File: src/rtl/serial_sub.sv
// Bit-serial subtractor: one full-subtractor cell and a borrow register, LSB first.
// The start/busy/done handshake lets a sequencing FSM issue back-to-back operations.
//
// state  | meaning
// S_IDLE | waiting for start
// S_RUN  | processing one bit per cycle, busy=1
// S_DONE | one-cycle done pulse, new results visible; start accepted as in idle
module serial_sub #(
   parameter int WIDTH = 4
) (
   input  logic             clk,
   input  logic             rst,
   input  logic             start,
   input  logic [WIDTH-1:0] a,
   input  logic [WIDTH-1:0] b,
   input  logic             bin,
   output logic             busy,
   output logic             done,
   output logic [WIDTH-1:0] diff,
   output logic             bout,
   output logic             ovf
);

   localparam int CW = $clog2(WIDTH + 1);
   localparam logic [CW-1:0] LAST = CW'(WIDTH - 1);

   localparam logic [1:0] S_IDLE = 2'd0;
   localparam logic [1:0] S_RUN  = 2'd1;
   localparam logic [1:0] S_DONE = 2'd2;

   logic [1:0]       state;
   logic [WIDTH-1:0] a_sh;
   logic [WIDTH-1:0] b_sh;
   logic [WIDTH-2:0] d_acc;
   logic             br;
   logic [CW-1:0]    cnt;

   logic             d_bit;
   logic             br_next;
   logic [WIDTH-1:0] d_next;

   // Operands shift right so the current bit is always at index 0; on the
   // last cycle index 0 therefore holds the captured operand MSBs.
   always_comb begin
      d_bit   = a_sh[0] ^ b_sh[0] ^ br;
      br_next = (~a_sh[0] & b_sh[0]) | (~(a_sh[0] ^ b_sh[0]) & br);
      d_next  = {d_bit, d_acc};
   end

   assign busy = (state == S_RUN);
   assign done = (state == S_DONE);

   always_ff @(posedge clk) begin
      if (rst) begin
         state <= S_IDLE;
         a_sh  <= '0;
         b_sh  <= '0;
         d_acc <= '0;
         br    <= 1'b0;
         cnt   <= '0;
         diff  <= '0;
         bout  <= 1'b0;
         ovf   <= 1'b0;
      end else begin
         case (state)
            S_IDLE, S_DONE: begin
               if (start) begin
                  a_sh  <= a;
                  b_sh  <= b;
                  br    <= bin;
                  cnt   <= '0;
                  state <= S_RUN;
               end else begin
                  state <= S_IDLE;
               end
            end
            S_RUN: begin
               a_sh  <= a_sh >> 1;
               b_sh  <= b_sh >> 1;
               br    <= br_next;
               d_acc <= d_next[WIDTH-1:1];
               cnt   <= cnt + CW'(1);
               if (cnt == LAST) begin
                  state <= S_DONE;
                  diff  <= d_next;
                  bout  <= br_next;
                  ovf   <= (a_sh[0] != b_sh[0]) && (d_bit != a_sh[0]);
               end
            end
            default: state <= S_IDLE;
         endcase
      end
   end

endmodule

File: config.mk
export PLATFORM = sky130hd
export DESIGN_NAME = serial_sub
export DESIGN_NICKNAME = d
export VERILOG_FILES = /design/src/rtl/serial_sub.sv
export SDC_FILE = /design/constraint.sdc
export NUM_CORES = 1
export LEC_CHECK = 0
export BUFFER_PORTS_ARGS = -buffer_cell sky130_fd_sc_hd__buf_2
export CAP_MARGIN = 30
export CORE_MARGIN = 8
export CORE_UTILIZATION = 34
export CTS_CLUSTER_SIZE = 40
export DETAILED_ROUTE_END_ITERATION = 8
export PLACE_DENSITY_LB_ADDON = 0.05
export SYNTH_ARGS = -nofsm -noshare
export SYNTH_HDL_FRONTEND = slang
export SYNTH_SLANG_ARGS = --single-unit
File: constraint.sdc
create_clock -name clk -period 2.2 [get_ports clk]
set_input_delay 0.44 -clock clk [delete_from_list [all_inputs] [get_ports clk]]
set_output_delay 0.44 -clock clk [all_outputs]
set_load 0.01 [all_outputs]
**Word level (Yosys, flattened, before mapping)**

Cells that the tools add are included.

- Output and inout port bits: 8
- Bits of input ports: 12
- Register bits: 23

- Add/sub/neg operators: 1
- Reduce and logical (&&, ||, !) cells: 6
- Bitwise logic cells: 7
- Equal/unequal tests: 7
- Multiplexer cells: 11

Operators by type and width:

| kind | count |
|---|---|
| $pmux 4 s2 | 2 |
| $mux 4 | 2 |
| $pmux 3 s2 | 1 |
| $pmux 2 s2 | 1 |
| $reduce_and 2->1 | 2 |
| $add 3x1->3 const B | 1 |
| $eq 3x2->1 const B | 1 |
| $mux 3 | 1 |
| $and 1x1->1 | 2 |
| $eq 2x1->1 const B | 1 |
| $eq 2x2->1 const B | 1 |
| $logic_not 2->1 | 1 |
| $mux 1 | 2 |
| $mux 2 | 1 |
| $ne 1x1->1 | 2 |
| $ne 2x1->1 const B | 1 |
| $ne 2x2->1 const B | 1 |
| $not 1->1 | 2 |
| $pmux 1 s2 | 1 |
| $reduce_bool 2->1 | 1 |
| $reduce_or 2->1 | 1 |
| $xor 1x1->1 | 2 |
| $logic_and 1x1->1 | 1 |
| $or 1x1->1 | 1 |

**Longest topological paths before layout**

- Word-level depth: 5
- Gate-level depth with buffers: 6
- Mapped depth without buffers: 5

**Worst setup path after synthesis**

Ideal clock, no wire load.

- Path kind: reg2reg
- Start point: register a_sh[0]
- End point: register ovf
- Stages on the path, launching flop included: 6
- Period minus slack after synthesis: 1.564 ns
- Path slack: 0.636 ns
- Data arrival time: 1.494 ns
- Path through: dfxtp_1 -> inv_1 -> fa_1 -> xor2_1 -> or3_1 -> a21oi_1

- Cells in the longest elaborated chain, start to end: 4

RTL lines:

| what | RTL line | RTL |
|---|---|---|
| from (decl) | 32 | `logic [WIDTH-1:0] a_sh;` |
| from (signal assigned) | 78 | `a_sh <= a_sh >> 1;` |
| $xor 1x1->1 (2 in series) | 45 | `d_bit = a_sh[0] ^ b_sh[0] ^ br;` |
| $ne 1x1->1 | 87 | `ovf <= (a_sh[0] != b_sh[0]) && (d_bit != a_sh[0]);` |
| $logic_and 1x1->1 (*) | 87 |  |
| to (signal assigned) | 87 |  |
| to (decl) | 21 | `output logic ovf` |

Mark *: on every way between the ends. The rest lies on a longest branch, timed or not.
A chain may end at the register's enable or synchronous reset.

**Worst setup path after layout**

- Start point: register state[0]
- End point: output busy

- Cells in the longest elaborated chain, start to end: 1

RTL lines:

| what | RTL line | RTL |
|---|---|---|
| from (decl) | 31 | `logic [1:0] state;` |
| from (signal assigned) | 55 | `state <= S_IDLE;` |
| from (signal assigned) | 72 | `state <= S_RUN;` |
| from (signal assigned) | 74 | `state <= S_IDLE;` |
| $eq 2x1->1 | 50 | `assign busy = (state == S_RUN);` |
| to (decl) | 17 | `output logic busy,` |

Every way passes these cells.

==> metrics.md <==
| Metric | Value |
|---|---|
| Antenna violations before repair | 0 |
| Resized cells post-CTS | 0 |
| Max Fclk | between 600 and 700 MHz |
| Number of fill cells | 305 |
| Via density | approximately 4.9 |
| Num rows | 19 |
| Initial Util | roughly a third |
| Die W | 69.3 um |
| Util after Layout | between 30% and 40% |
| Detail Route Antenna Nets | 0 |
| Synth Instances | about 120 |
| Crit. End Element | output port |
| Clk Latency, worst-skew pair | between 0.3 and 0.4 ns |
| WL final | approximately 1.9 mm |
| Total Power | 0.744 mW |
| Worst-Margin Slew | about 0.60 ns |
| Hold WS | between 0.3 and 0.4 ns |
| TritonCTS Buffers | 3 |
| Status | finished clean |
| Final Max Tran Viols | 0 |
| Synth Area in Compound Gates | roughly 16% |
| CP Max Fanout | 14 |
| DP Area | around 1100 um^2 |
| Peak VDD IR | 0.000338 V |
| ANT cells | 0 |
| Number of global-route vias before repair | roughly 780 |
| DRC Markers | 0 |
| Synth Area in XOR/XNOR | less than 1% |
| Proportion of synthesized chip area in sequential cells | a little under half |
| Post-Synth Adder-Cell Area | 5.96% |
| Startpoint types | flip-flop |
| Register bit total from synthesis | 23 |
| Lkg Pwr | ~0.44 nW |
| Largest net degree at the start of global routing | 24 |
| CTS Hold Buffers Added | 0 |
| DP HPWL | between 1 and 1.5 mm |
| Post-CTS Setup Repair Bufs | 0 |
| R2r setup slk | approximately 0.55 ns |
| Max_slew headroom | about 60% |
| Hold crit path type | in2reg |
| Full die area | approximately 4800 um^2 |
| Syn nets | 131 |
| YS warnings | 0 |
| Finished Layout Cells | ~160 |
| Number of I/O pins | 20 |
| Slowest cell on crit path | dfxtp_1 |
| Ratio of final minimum period to clock period | 75.5% |
| Placed insts | approximately 160 |
| Syn avg cell area | ~8.4 um^2 |
| Reg clk slew, reported paths | about 0.13 ns |
| Worst stage delay on the critical path | 0.44 ns |
| Setup_tns | 0 ns |
| Max Clock Skew | ~0.0087 ns |
| Final Cell Area | 1090 um^2 |
| Max_cap viols | 0 |
| Core box area | between 2000 and 3000 um^2 |
| Post-synthesis mux area share | 0% |
| Die extent in y | approximately 70 um |
| Largest family of logic cells by synthesized area | simple AND/OR/NAND/NOR gates |
| I/O Buffers | 19 |
| Critical Path AT | 1.22 ns |
| Drt first pass iters | 4 |
| Critical path type | reg2out |
| Drt first-iter violations | 23 |
| Cell Chain, Critical Path | nand2b_1 -> inv_2 -> buf_2 |
| Vias after detailed routing | 800 |
| Num Clock Sinks | 23 |
| Synth Cell Area | 966 um^2 |
| Share of layout cells above drive strength 1 | 19.8% |
| Final Wtd Congestion | about 0.73 |
| Final hold violation count | 0 |
| H-tree depth | 1 |
| Clock Tree Root | clkbuf_4 |
| Power Density | a little under 700 nW/um^2 |
| Fin nets | about 150 |
| First-pass GRT wire length | 3.43 mm |
| Setup ws final | about 0.54 ns |
| Worst Path Required | ~1.8 ns |
| Area growth syn-to-layout | 13.1% |
| Setup WS pre-CTS | around 0.57 ns |
| Max Buffers Root-to-Sink | 2 |
| Most frequent cells in the layout | 26 x nand2_1, 23 x dfxtp_1, 19 x buf_2 |
| DR WL/cell | 12.0 um |
| Global route total overflow | 0 |
| Crit path time final | ~1.7 ns |
| RSZ-0062 raised after global routing | false |
| Simple-Gate Fraction of Synth Area | around 24% |
| Netlist cell types | 20 |
| Most common cell after layout, fill and taps aside | nand2_1 |
| CTS tree | yes |
| Final setup violation count | 0 |
| GRT Resource Usage Total | between 8 and 9% |
## cells by family after synthesis
kind of cell               after synthesis
xor gates and xnor gates                 1
adders and majority gates                4
buffers and inverters                   11
and+or+nand+nor                         53
AOI/OAI and AO/OA                       23
DFF                                     23
## path summary, 6_finish.rpt
check | startpoint | endpoint | cells after the start
min | a[3] | a_sh[3] | 3
max reg2reg | a_sh[0] | ovf | 5
max | state[0] | busy | 3
min reg2reg | diff[0] | diff[0] | 2
## power breakdown
group	switching, mW	internal [mW]	total, mW
registers	0.0145	0.438	0.453
logic	0.0603	0.0401	0.100
clock network	0.124	0.0678	0.191
total	0.198	0.546	0.744
## Yosys cell counts
cell type,n,area [um^2]
nand2_1,26,97.6
dfxtp_1,23,460
a21oi_1,13,65.1
nor2_1,10,37.5
nand3_1,9,45.0
a311oi_1,8,70.1
buf_2,4,20.0
nand2b_1,4,25.0
ha_1,3,37.5
buf_4,2,15.0
clkbuf_1,2,7.51
inv_1,2,7.51
nor2b_1,2,12.5
a211oi_1,1,7.51
fa_1,1,20.0
inv_2,1,3.75
nand3b_2,1,11.3
o21a_1,1,7.51
or3_1,1,6.26
xor2_1,1,8.76
## critical path, delay by kind of cell (launching register included)
kind          cells  cell delay (ns)
buf+inv           2             0.36
simple gates      1             0.11
flops             1             0.44
## cell type report
| type | count | area [um^2] | area share (%) |
|---|---|---|---|
| multi-input cells | 81 | 452 | 41.4 |
| well taps | 31 | 38.8 | 3.55 |
| inverters | 3 | 11.3 | 1.03 |
| flip-flops and latches | 23 | 460 | 42.2 |
| clock buffers | 3 | 22.5 | 2.06 |
| clock inverters | 1 | 5.00 | 0.458 |
| repair buffers | 20 | 103 | 9.39 |
## sequential cells by signal, summed over array words and instances (netlist names)
register / cells
state: 2
diff: 4
d_acc: 3
a_sh: 4
bout: 1
ovf: 1
br: 1
b_sh: 4
cnt: 3
## per-layer routing
metal  vias up  GRT usage [%]  part of all wire [%]
li1        421              -                     -
met1       361           9.70                    47
met2        16           13.2                    45
met3         2           3.29                   7.4
met4         0           3.42                  0.77
met5         -              0                     0
Note: power is estimated with default switching activity, not from simulation.
